**config.mk**
```make
export PLATFORM = sky130hd
export DESIGN_NAME = alu_exec
export DESIGN_NICKNAME = d
export VERILOG_FILES = /design/src/rtl/alu_exec.sv
export SDC_FILE = /design/constraint.sdc
export NUM_CORES = 1
export LEC_CHECK = 0
export BUFFER_PORTS_ARGS = -buffer_cell sky130_fd_sc_hd__buf_2
export CAP_MARGIN = 20
export CELL_PAD_IN_SITES_DETAIL_PLACEMENT = 1
export CELL_PAD_IN_SITES_GLOBAL_PLACEMENT = 2
export CORE_MARGIN = 4
export CORE_UTILIZATION = 37
export DETAILED_ROUTE_END_ITERATION = 7
export GPL_ROUTABILITY_DRIVEN = 0
export GPL_TIMING_DRIVEN = 1
export PLACE_DENSITY_LB_ADDON = 0.08
export REMOVE_ABC_BUFFERS = 1
export SYNTH_ARGS = -nofsm -noshare
export SYNTH_HDL_FRONTEND = slang
export SYNTH_SLANG_ARGS = --single-unit
```
**constraint.sdc**
```tcl
create_clock -name clk -period 12.4 [get_ports clk]
set_input_delay 2.48 -clock clk [delete_from_list [all_inputs] [get_ports clk]]
set_output_delay 2.48 -clock clk [all_outputs]
set_load 0.01 [all_outputs]
```
**src/rtl/alu_exec.sv**
```systemverilog
// RV32I integer execution unit: one issued op per cycle, registered result on the exc_* bus.
// Op encodings and default widths live in alu_exec_pkg; the issuing RS must use the same package.
package alu_exec_pkg;
    localparam int unsigned OP_LOG_DEF  = 6;
    localparam int unsigned ROB_LOG_DEF = 4;

    localparam logic [OP_LOG_DEF-1:0] OP_NOP   = 6'd0;
    localparam logic [OP_LOG_DEF-1:0] OP_LUI   = 6'd1;
    localparam logic [OP_LOG_DEF-1:0] OP_AUIPC = 6'd2;
    localparam logic [OP_LOG_DEF-1:0] OP_JAL   = 6'd3;
    localparam logic [OP_LOG_DEF-1:0] OP_JALR  = 6'd4;
    localparam logic [OP_LOG_DEF-1:0] OP_BEQ   = 6'd5;
    localparam logic [OP_LOG_DEF-1:0] OP_BNE   = 6'd6;
    localparam logic [OP_LOG_DEF-1:0] OP_BLT   = 6'd7;
    localparam logic [OP_LOG_DEF-1:0] OP_BGE   = 6'd8;
    localparam logic [OP_LOG_DEF-1:0] OP_BLTU  = 6'd9;
    localparam logic [OP_LOG_DEF-1:0] OP_BGEU  = 6'd10;
    localparam logic [OP_LOG_DEF-1:0] OP_ADDI  = 6'd11;
    localparam logic [OP_LOG_DEF-1:0] OP_SLTI  = 6'd12;
    localparam logic [OP_LOG_DEF-1:0] OP_SLTIU = 6'd13;
    localparam logic [OP_LOG_DEF-1:0] OP_XORI  = 6'd14;
    localparam logic [OP_LOG_DEF-1:0] OP_ORI   = 6'd15;
    localparam logic [OP_LOG_DEF-1:0] OP_ANDI  = 6'd16;
    localparam logic [OP_LOG_DEF-1:0] OP_SLLI  = 6'd17;
    localparam logic [OP_LOG_DEF-1:0] OP_SRLI  = 6'd18;
    localparam logic [OP_LOG_DEF-1:0] OP_SRAI  = 6'd19;
    localparam logic [OP_LOG_DEF-1:0] OP_ADD   = 6'd20;
    localparam logic [OP_LOG_DEF-1:0] OP_SUB   = 6'd21;
    localparam logic [OP_LOG_DEF-1:0] OP_SLL   = 6'd22;
    localparam logic [OP_LOG_DEF-1:0] OP_SLT   = 6'd23;
    localparam logic [OP_LOG_DEF-1:0] OP_SLTU  = 6'd24;
    localparam logic [OP_LOG_DEF-1:0] OP_XOR   = 6'd25;
    localparam logic [OP_LOG_DEF-1:0] OP_SRL   = 6'd26;
    localparam logic [OP_LOG_DEF-1:0] OP_SRA   = 6'd27;
    localparam logic [OP_LOG_DEF-1:0] OP_OR    = 6'd28;
    localparam logic [OP_LOG_DEF-1:0] OP_AND   = 6'd29;
endpackage

module alu_exec
    import alu_exec_pkg::*;
#(
    parameter int unsigned OP_LOG  = OP_LOG_DEF,
    parameter int unsigned ROB_LOG = ROB_LOG_DEF
) (
    input  logic               clk,
    input  logic               rst,
    input  logic               rdy,
    input  logic               jump_flag,
    input  logic               FU_enable,
    input  logic [OP_LOG-1:0]  FU_op,
    input  logic [31:0]        FU_Vj,
    input  logic [31:0]        FU_Vk,
    input  logic [31:0]        FU_Imm,
    input  logic [ROB_LOG-1:0] FU_DestRob,
    input  logic [31:0]        FU_CurPC,
    output logic               exc_valid,
    output logic [ROB_LOG-1:0] exc_RobId,
    output logic [31:0]        exc_value,
    output logic               exc_jump,
    output logic [31:0]        exc_target
);

    logic               r_valid;
    logic [ROB_LOG-1:0] r_rob;
    logic [31:0]        r_value;
    logic               r_jump;
    logic [31:0]        r_target;

    logic        w_is_imm;
    logic [31:0] w_b;
    logic [4:0]  w_shamt;
    logic [31:0] w_pc4;
    logic [31:0] w_pcimm;
    logic [31:0] w_jalr_sum;
    logic [31:0] w_value;
    logic        w_jump;
    logic [31:0] w_target;

    assign w_is_imm   = FU_op inside {OP_ADDI, OP_SLTI, OP_SLTIU, OP_XORI, OP_ORI,
                                      OP_ANDI, OP_SLLI, OP_SRLI, OP_SRAI};
    assign w_b        = w_is_imm ? FU_Imm : FU_Vk;
    assign w_shamt    = w_b[4:0];
    assign w_pc4      = FU_CurPC + 32'd4;
    assign w_pcimm    = FU_CurPC + FU_Imm;
    assign w_jalr_sum = FU_Vj + FU_Imm;

    // Result, control-transfer decision and next PC for the op being issued.
    always_comb begin
        w_value  = 32'd0;
        w_jump   = 1'b0;
        w_target = w_pc4;
        case (FU_op)
            OP_ADD,  OP_ADDI:  w_value = FU_Vj + w_b;
            OP_SUB:            w_value = FU_Vj - w_b;
            OP_SLL,  OP_SLLI:  w_value = FU_Vj << w_shamt;
            OP_SRL,  OP_SRLI:  w_value = FU_Vj >> w_shamt;
            OP_SRA,  OP_SRAI:  w_value = 32'($signed(FU_Vj) >>> w_shamt);
            OP_SLT,  OP_SLTI:  w_value = {31'd0, $signed(FU_Vj) < $signed(w_b)};
            OP_SLTU, OP_SLTIU: w_value = {31'd0, FU_Vj < w_b};
            OP_XOR,  OP_XORI:  w_value = FU_Vj ^ w_b;
            OP_OR,   OP_ORI:   w_value = FU_Vj | w_b;
            OP_AND,  OP_ANDI:  w_value = FU_Vj & w_b;
            OP_LUI:            w_value = FU_Imm;
            OP_AUIPC:          w_value = w_pcimm;
            OP_JAL: begin
                w_value = w_pc4;
                w_jump  = 1'b1;
            end
            OP_JALR: begin
                w_value  = w_pc4;
                w_jump   = 1'b1;
                w_target = {w_jalr_sum[31:1], 1'b0};
            end
            OP_BEQ:  w_jump = (FU_Vj == FU_Vk);
            OP_BNE:  w_jump = (FU_Vj != FU_Vk);
            OP_BLT:  w_jump = ($signed(FU_Vj) < $signed(FU_Vk));
            OP_BGE:  w_jump = ($signed(FU_Vj) >= $signed(FU_Vk));
            OP_BLTU: w_jump = (FU_Vj < FU_Vk);
            OP_BGEU: w_jump = (FU_Vj >= FU_Vk);
            default: w_value = 32'd0;
        endcase
        // JAL and taken branches are PC-relative; JALR already set its own target.
        if (w_jump && (FU_op != OP_JALR)) begin
            w_target = w_pcimm;
        end
    end

    // Single result stage; flush clears everything and drops a same-cycle issue.
    always_ff @(posedge clk) begin
        if (rst || jump_flag) begin
            r_valid  <= 1'b0;
            r_rob    <= '0;
            r_value  <= 32'd0;
            r_jump   <= 1'b0;
            r_target <= 32'd0;
        end else if (rdy) begin
            r_valid <= FU_enable;
            if (FU_enable) begin
                r_rob    <= FU_DestRob;
                r_value  <= w_value;
                r_jump   <= w_jump;
                r_target <= w_target;
            end
        end
    end

    assign exc_valid  = r_valid;
    assign exc_RobId  = r_rob;
    assign exc_value  = r_value;
    assign exc_jump   = r_jump;
    assign exc_target = r_target;

endmodule

```
==> metrics.txt, run 1 <==
# TYPE chip_impl_metric gauge
chip_impl_metric{name="final_area",unit="um2"} 19910
chip_impl_metric{name="synth_async_sr_flop_share",unit=""} 0
chip_impl_metric{name="synth_enable_flop_cells",unit=""} 0
chip_impl_metric{name="die_width",unit="um"} 228.6
chip_impl_info{name="timing.critical_path.slowest_stage_cell",value="a22o_1"} 1
chip_impl_metric{name="first_global_vias",unit=""} 23140
chip_impl_metric{name="synth_simple_gate_area_share",unit=""} 0.2263
chip_impl_metric{name="proportion_of_synthesized_chip_area_in_sequential_cells",unit=""} 0.07782
chip_impl_metric{name="die_outline_area",unit="um2"} 52260
chip_impl_metric{name="routed_length_per_instance",unit="um"} 32.03
chip_impl_metric{name="postCtsHoldBufs",unit=""} 0
chip_impl_metric{name="crit_fanout",unit=""} 48
chip_impl_metric{name="cts_max_path_buffers",unit=""} 2
chip_impl_metric{name="boundaryPins",unit=""} 213
chip_impl_metric{name="drt_pre_antenna_iters",unit=""} 6
chip_impl_metric{name="total_cell_area_at_the_placement_stage",unit="um2"} 19570
chip_impl_metric{name="global_route_total_usage_across_every_layer",unit=""} 0.3926
chip_impl_metric{name="synthesis.yosys.warnings",unit=""} 0
chip_impl_metric{name="filler_cell_count",unit=""} 6239
chip_impl_metric{name="cts.clk_slew.worst_paths",unit="ns"} 0.08
chip_impl_metric{name="grt_overflow",unit=""} 0
chip_impl_info{name="crit-reg2reg-launch",value="exc_value[12]"} 1
chip_impl_metric{name="floorplan.initialDensity",unit=""} 0.3756
chip_impl_metric{name="drt_drc",unit=""} 0
chip_impl_info{name="min-delay-start",value="exc_target[0]"} 1
chip_impl_metric{name="max_stage_delay",unit="ns"} 0.68
chip_impl_metric{name="detailroute.via_count",unit=""} 23720
chip_impl_metric{name="syn-mean-instance-area",unit="um2"} 6.742
chip_impl_metric{name="drv_cap",unit=""} 0
chip_impl_metric{name="detail_route.iter0.violations",unit=""} 2928
chip_impl_metric{name="wire_length_of_the_first_global_routing_pass",unit="um"} 155300
chip_impl_metric{name="final_period_minus_worst_setup_slack",unit="ns"} 7.967
chip_impl_metric{name="synth_xor_xnor_area_share",unit=""} 0.05690
chip_impl_metric{name="numPortBuffers",unit=""} 212
chip_impl_metric{name="clk_latency",unit="ns"} 0.40
chip_impl_info{name="timing.setup.critical_path_class",value="in -> reg"} 1
chip_impl_metric{name="cellPowerDensity",unit="nW/um2"} 78.86
chip_impl_info{name="min-delay-path-class",value="reg -> reg"} 1
chip_impl_metric{name="grt_max_degree",unit=""} 64
chip_impl_metric{name="setup-tns-final",unit="ns"} 0
chip_impl_metric{name="layout-area-overhead-vs-synth",unit="%"} 10.57
chip_impl_info{name="worst_path_dominant_cell_family",value="compound AO/OA/AOI/OAI gates"} 1
chip_impl_metric{name="vdd.ir_drop.worst",unit="uV"} 66.52
chip_impl_metric{name="post_cts_resize_count",unit=""} 0
chip_impl_info{name="post_synth_main_area_contributors",value="ha_1 (14%), dfxtp_1 (7.8%), a21oi_1 (6.4%)"} 1
chip_impl_metric{name="floorplan.core_area",unit="um2"} 47950
chip_impl_info{name="run_status",value="finished clean"} 1
chip_impl_info{name="timing.critical_path.to_type",value="flip-flop"} 1
chip_impl_metric{name="fmax",unit="MHz"} 125.5
chip_impl_metric{name="nNetsFinal",unit=""} 3116
chip_impl_metric{name="drt-total-wl",unit="um"} 108900
chip_impl_metric{name="detailed_place_hpwl",unit="um"} 85550
chip_impl_metric{name="worst_r2r_path_depth",unit=""} 6
chip_impl_info{name="worstHoldEndpoint",value="exc_target[0]"} 1
chip_impl_metric{name="critical_path_buf_inv_count",unit=""} 4
chip_impl_metric{name="synth-adder-area-share",unit=""} 0.1388
chip_impl_info{name="worst_setup_path_start_kind",value="primary input"} 1
chip_impl_metric{name="synth.top_cell.area_share",unit=""} 0.1355
chip_impl_metric{name="antenna_violating_nets_post_route",unit=""} 0
chip_impl_metric{name="tritoncts.num_buffers",unit=""} 9
chip_impl_info{name="largest_family_of_logic_cells_by_synthesized_area",value="compound AO/OA/AOI/OAI gates"} 1
chip_impl_metric{name="hold_viol_final",unit=""} 0
chip_impl_metric{name="crit_path_dat",unit="ns"} 8.26
chip_impl_metric{name="timing.final.max_slew_violations",unit=""} 0
chip_impl_metric{name="synthesized_area_fraction_occupied_by_ao_oa_aoi_and_oai_cells",unit=""} 0.3789
chip_impl_info{name="cts_root_buffer",value="clkbuf_16"} 1
chip_impl_info{name="yosys.area.top_type",value="ha_1"} 1
chip_impl_metric{name="post-cts-setup-buffer-count",unit=""} 0
chip_impl_metric{name="setup.reg_to_reg.worst_slack",unit="ns"} 9.96
chip_impl_metric{name="layout-drive-gt1-share",unit=""} 0.1209
chip_impl_metric{name="total_leakage_power",unit="nW"} 8.459
chip_impl_info{name="grt_setup_unrepaired",value="false"} 1
chip_impl_metric{name="fin_skew",unit="ns"} 0
chip_impl_metric{name="yosys-mux-area-fraction",unit=""} 0.05065
chip_impl_metric{name="die_h",unit="um"} 228.6
chip_impl_metric{name="vias_per_cell",unit=""} 6.980
chip_impl_info{name="synth_ff_type",value="dfxtp_1"} 1
chip_impl_metric{name="min_delay_path_depth",unit=""} 2
chip_impl_metric{name="crit_required",unit="ns"} 12.69
chip_impl_info{name="cts_tree",value="yes"} 1
chip_impl_metric{name="worst_slew_margin_rel",unit=""} 0.1854
chip_impl_metric{name="syn_inst",unit=""} 2671
chip_impl_metric{name="synth_area",unit="um2"} 18010
chip_impl_metric{name="final.period_utilization",unit=""} 0.6425
chip_impl_metric{name="number_of_h_tree_levels",unit=""} 3
chip_impl_metric{name="final_setup_violation_count",unit=""} 0
chip_impl_metric{name="ys_types",unit=""} 101
chip_impl_metric{name="ys_seq_elements",unit=""} 70
chip_impl_metric{name="tightest_slew",unit="ns"} 1.211
chip_impl_metric{name="cts_sinks",unit=""} 70
chip_impl_metric{name="antenna_found_initial",unit=""} 6
chip_impl_info{name="worstReg2RegEnd",value="exc_value[12]"} 1
chip_impl_info{name="crit_path_cell_trace",value="buf_2 -> nor4b_4 -> a22o_1 -> nor2_4 -> buf_4 -> clkinv_2 -> buf_4 -> ha_1 -> o21ai_0 -> o21a_1 -> o21a_1 -> a221oi_2 -> a41o_1 -> a31oi_1 -> o2111ai_1 -> a21oi_1 -> o41ai_1 -> nand3_1"} 1
chip_impl_metric{name="placementRows",unit=""} 80
stage by stage:
step / hold slack, ns / power [mW] / cells / worst slack, ns / util
6_report: 0.4517 / 1.570 / 3398 / 4.433 / 0.4153
5_1_grt: 0.4768 / 1.628 / 3395 / 4.129 / 0.4152
4_1_cts: 0.4575 / 1.531 / 3393 / 4.641 / 0.4149
2_1_floorplan: 0.4666 / 0.8316 / 2502 / 4.166 / -
3_5_place_dp: 0.4390 / 1.188 / 3377 / 4.243 / 0.4081
3_3_place_gp: 0.4319 / 1.172 / 3376 / 4.396 / 0.4080
placed cells by master (no fill, tap or decap), types with 45 or more instances in the layout:
| cell type | Yosys | routed |
|---|---|---|
| buf_4 | 2 | 48 |
| inv_1 | 145 | 145 |
| o21ai_0 | 205 | 205 |
| ha_1 | 195 | 195 |
| a211oi_1 | 51 | 49 |
| a21oi_1 | 232 | 232 |
| xnor2_1 | 89 | 89 |
| nand3_1 | 116 | 115 |
| nand2_1 | 286 | 285 |
| o211ai_1 | 69 | 69 |
| nor2_1 | 201 | 198 |
| mux2i_1 | 81 | 81 |
| buf_2 | 39 | 212 |
| nor3_1 | 55 | 54 |
| a31oi_1 | 45 | 45 |
| dfxtp_1 | 70 | 70 |
synth_stat cells (14+ instances only):
library cell,count
a2111oi_0,19
a211oi_1,51
a21o_1,43
a21oi_1,232
a221oi_1,34
a22o_1,14
a22oi_1,26
a311oi_1,14
a31oi_1,45
and2_1,14
and3_1,17
buf_1,16
buf_2,39
clkbuf_1,111
dfxtp_1,70
ha_1,195
inv_1,145
mux2i_1,81
nand2_1,286
nand2b_1,19
nand3_1,116
nand4_1,32
nor2_1,201
nor2b_1,21
nor3_1,55
nor4_1,18
o211ai_1,69
o21a_1,23
o21ai_0,205
o21ai_1,21
o21bai_1,24
o221ai_1,26
o22ai_1,23
o31ai_1,18
or3_1,15
xnor2_1,89
xor2_1,28
state kept, by name, indices dropped and copies added (netlist names):
name	cells
exc_target	32
exc_value	32
exc_RobId	4
exc_jump	1
exc_valid	1
logic make-up (layout without fill, tap and decap cells):
group	after synthesis	in the layout
adder cells (fa/ha/maj)	198	198
AO/OA/AOI/OAI	1016	1016
AND/OR/NAND/NOR	859	859
XOR/XNOR	117	117
buffers and inverters	321	430
other	0	3
multiplexers	90	90
flip-flops	70	70
where the power goes:
part	total, mW	internal, mW	leakage [nW]	switching [mW]
clock	0.342	0.179	0.157	0.162
sequential	0.231	0.229	0.566	0.00244
combinational	0.997	0.315	7.74	0.682
total	1.57	0.723	8.46	0.847
worst reg2reg max path, delay by kind of cell, from the launching register on:
family | cells | cell delay (ns)
flip-flops | 1 | 0.37
AO/OA/AOI/OAI | 6 | 1.92
how the worst max path moves through the flow:
stage,startpoint,end,cells after the start
global route,FU_op[2],exc_value[27],18
finish,FU_op[4],exc_value[27],18
CTS,FU_op[4],exc_value[26],20
detailed placement,FU_op[4],exc_value[26],20
global placement,FU_op[4],exc_value[26],20
floorplan,FU_op[2],exc_value[26],15
routing by layer:
layer | track usage | part of all wire | vias up
met5 | 0 | 0.00012 | -
met4 | 0.2740 | 0.084 | 2
met3 | 0.08599 | 0.090 | 412
met2 | 0.6056 | 0.43 | 1392
met1 | 0.4856 | 0.40 | 11660
li1 | - | - | 10260
layout make-up:
type	count	area, um2	share of cell area
Antenna cell	3	7.507	0.0003770
Clock buffer	9	225.2	0.01131
Clock inverter	7	102.6	0.005152
Inverter	152	574.3	0.02884
Multi-Input combinational cell	2280	15400	0.7735
Sequential cell	70	1401	0.07037
Tap cell	615	769.5	0.03864
Timing Repair Buffer	262	1430	0.07182
Power figures use the tool's default switching activity.
==> run 2: changes to the inputs <==
CORE_UTILIZATION = 31   (was 37)
clock period = 6.85 ns   (was 12.4 ns; I/O delays follow)
==> run 2 against run 1 <==
Against the previous run: highest routed layer is now met4; power is 85% higher; clock power up 86%; final cell count rose by 5.4%; register-to-register slack got worse by 5.4 ns; clock skew stayed put; global-route usage is 4.2 points lower.
==> metrics.txt, run 2 (synthesis gave the netlist of run 1 again) <==
# TYPE chip_impl_metric gauge
chip_impl_info{name="run_status",value="finished clean"} 1
chip_impl_metric{name="p_sw",unit="mW"} 1.535
chip_impl_metric{name="grt_overflow",unit=""} 0
chip_impl_metric{name="setup.reg_to_reg.worst_slack",unit="ns"} 4.52
chip_impl_info{name="layout_commonest_cell",value="nand2_1"} 1
chip_impl_metric{name="min_delay_path_depth",unit=""} 2
chip_impl_metric{name="detailed_place_hpwl",unit="um"} 90560
chip_impl_metric{name="total_leakage_power",unit="nW"} 8.652
chip_impl_metric{name="numPortBuffers",unit=""} 212
chip_impl_info{name="crit_path_cell_trace",value="buf_2 -> or4b_1 -> o21ai_4 -> buf_12 -> nand2_1 -> o21ai_0 -> inv_1 -> ha_1 -> inv_1 -> nor3_1 -> and3_1 -> nand3_1 -> o22a_1 -> o41ai_1 -> a21oi_1 -> xnor2_1 -> a2111oi_0 -> a221oi_2"} 1
chip_impl_info{name="critical-path-top-cell-by-count",value="inv_1"} 1
chip_impl_metric{name="vias_per_cell",unit=""} 6.532
chip_impl_metric{name="tritoncts.num_buffers",unit=""} 9
chip_impl_metric{name="drt-total-wl",unit="um"} 114400
chip_impl_metric{name="placementRows",unit=""} 88
chip_impl_metric{name="detailroute.via_count",unit=""} 23390
chip_impl_metric{name="fmax",unit="MHz"} 157.6
chip_impl_metric{name="drt_pre_antenna_iters",unit=""} 5
chip_impl_metric{name="worst_r2r_path_depth",unit=""} 7
chip_impl_metric{name="die_outline_area",unit="um2"} 62010
chip_impl_metric{name="timing.final.max_slew_violations",unit=""} 0
chip_impl_metric{name="worst_slew_margin_rel",unit=""} 0.1830
chip_impl_metric{name="hold_viol_final",unit=""} 0
chip_impl_metric{name="final_period_minus_worst_setup_slack",unit="ns"} 6.346
chip_impl_metric{name="floorplan.initialDensity",unit=""} 0.3127
chip_impl_metric{name="final-instance-count-excl-fill",unit=""} 3581
chip_impl_metric{name="post-route-util",unit=""} 0.3551
chip_impl_metric{name="detail_route.iter0.violations",unit=""} 2383
chip_impl_metric{name="nNetsFinal",unit=""} 3150
chip_impl_metric{name="max_stage_delay",unit="ns"} 0.75
chip_impl_metric{name="post-cts-setup-buffer-count",unit=""} 0
chip_impl_metric{name="tightest_slew",unit="ns"} 1.220
chip_impl_metric{name="crit_path_dat",unit="ns"} 6.61
chip_impl_info{name="min-delay-path-class",value="reg -> reg"} 1
chip_impl_metric{name="power.share.clock",unit=""} 0.219
chip_impl_metric{name="filler_cell_count",unit=""} 7360
chip_impl_metric{name="crit_fanout",unit=""} 57
chip_impl_metric{name="cts.clk_slew.worst_paths",unit="ns"} 0.07
chip_impl_metric{name="number_of_h_tree_levels",unit=""} 3
chip_impl_metric{name="die_h",unit="um"} 249.0
chip_impl_metric{name="power.share.combinational",unit=""} 0.637
chip_impl_metric{name="cts_max_path_buffers",unit=""} 2
chip_impl_metric{name="final.period_utilization",unit=""} 0.9264
chip_impl_info{name="timing.setup.critical_path_class",value="in -> reg"} 1
chip_impl_metric{name="power.share.sequential",unit=""} 0.144
chip_impl_metric{name="setup-tns-final",unit="ns"} 0
chip_impl_metric{name="fin_total_pwr",unit="mW"} 2.903
chip_impl_metric{name="wire_length_of_the_first_global_routing_pass",unit="um"} 164100
chip_impl_metric{name="layout-area-overhead-vs-synth",unit="%"} 13.54
chip_impl_info{name="timing.critical_path.slowest_stage_cell",value="or4b_1"} 1
chip_impl_metric{name="routed_length_per_instance",unit="um"} 31.96
chip_impl_metric{name="netSwitchingFraction",unit=""} 0.5288
chip_impl_metric{name="cts_sinks",unit=""} 70
chip_impl_metric{name="boundaryPins",unit=""} 213
chip_impl_info{name="most_used_cells_in_the_layout_excluding_fill_and_tap_cells",value="nand2_1 (284), a21oi_1 (232), buf_2 (212)"} 1
chip_impl_metric{name="post_cts_resize_count",unit=""} 0
chip_impl_metric{name="dpl.cell_count",unit=""} 3563
chip_impl_metric{name="clk_latency",unit="ns"} 0.41
chip_impl_metric{name="grt_max_degree",unit=""} 64
chip_impl_metric{name="global_route_total_usage_across_every_layer",unit=""} 0.3504
chip_impl_info{name="grt_setup_unrepaired",value="false"} 1
chip_impl_info{name="cts_tree",value="yes"} 1
chip_impl_metric{name="cellPowerDensity",unit="nW/um2"} 142.0
chip_impl_metric{name="vdd.ir_drop.worst",unit="uV"} 142.7
chip_impl_metric{name="drt_drc",unit=""} 0
chip_impl_metric{name="postCtsHoldBufs",unit=""} 0
chip_impl_metric{name="antenna_violating_nets_post_route",unit=""} 0
chip_impl_metric{name="crit_required",unit="ns"} 7.12
chip_impl_metric{name="timing.final.ws_setup",unit="ns"} 0.5043
chip_impl_info{name="worst_setup_path_start_kind",value="primary input"} 1
chip_impl_metric{name="layout-drive-gt1-share",unit=""} 0.1322
chip_impl_metric{name="die_width",unit="um"} 249.0
chip_impl_metric{name="final_setup_violation_count",unit=""} 0
chip_impl_metric{name="drv_cap",unit=""} 0
chip_impl_metric{name="internal-power",unit="mW"} 1.368
chip_impl_metric{name="first_global_vias",unit=""} 23680
chip_impl_info{name="cts_root_buffer",value="clkbuf_16"} 1
chip_impl_metric{name="antenna_found_initial",unit=""} 4
chip_impl_metric{name="fin_skew",unit="ns"} 0
chip_impl_metric{name="floorplan.core_area",unit="um2"} 57590
chip_impl_metric{name="detailedPlace.worstSlack",unit="ns"} 0.2927
chip_impl_info{name="timing.critical_path.to_type",value="flip-flop"} 1
run 2: final timing paths:
path / start / end
hold / removal: exc_target[27] / exc_target[27]
setup reg to reg: exc_value[21] / exc_value[21]
hold reg to reg: exc_target[27] / exc_target[27]
setup / recovery: FU_op[3] / exc_value[26]
run 2: per-stage QoR:
stage	area (um2)	hold WS, ns
2_1_floorplan	17310	0.4666
3_3_place_gp	20080	0.4340
3_5_place_dp	20090	0.4382
4_1_cts	20440	0.4545
5_1_grt	20440	0.4749
6_report	20450	0.4533
run 2: metal layers:
| layer | vias up | GRT usage | wire length, um |
|---|---|---|---|
| met5 | - | 0 | 0 |
| met4 | 0 | 0.2110 | 8077 |
| met3 | 323 | 0.07235 | 9053 |
| met2 | 1154 | 0.5625 | 51210 |
| met1 | 11580 | 0.4326 | 46090 |
| li1 | 10330 | - | - |
run 2: worst max-delay path: cells and delay by family:
kind	cells	cell delay, ns
xor gates and xnor gates	1	0.16
adders and majority gates	1	0.49
AOI/OAI and AO/OA	7	2.08
buffers and inverters	4	0.77
and+or+nand+nor	5	1.68
run 2: power by group through the flow:
stage | registers [mW] | logic, mW | clock network [mW]
3_3_place_gp | 0.428 | 1.76 | 0
3_5_place_dp | 0.428 | 1.78 | 0
2_1_floorplan | 0.431 | 1.07 | 0
6_report | 0.419 | 1.85 | 0.635
5_1_grt | 0.419 | 1.96 | 0.659
4_1_cts | 0.419 | 1.80 | 0.643
run 2: area by class of cell:
type	count	area [um2]	area share
Antenna cell	2	5.005	0.0002448
Tap cell	765	957.2	0.04681
Inverter	152	574.3	0.02809
Clock inverter	7	122.6	0.005997
Multi-Input combinational cell	2280	15410	0.7537
Timing Repair Buffer	296	1750	0.08561
Sequential cell	70	1401	0.06853
Clock buffer	9	225.2	0.01101
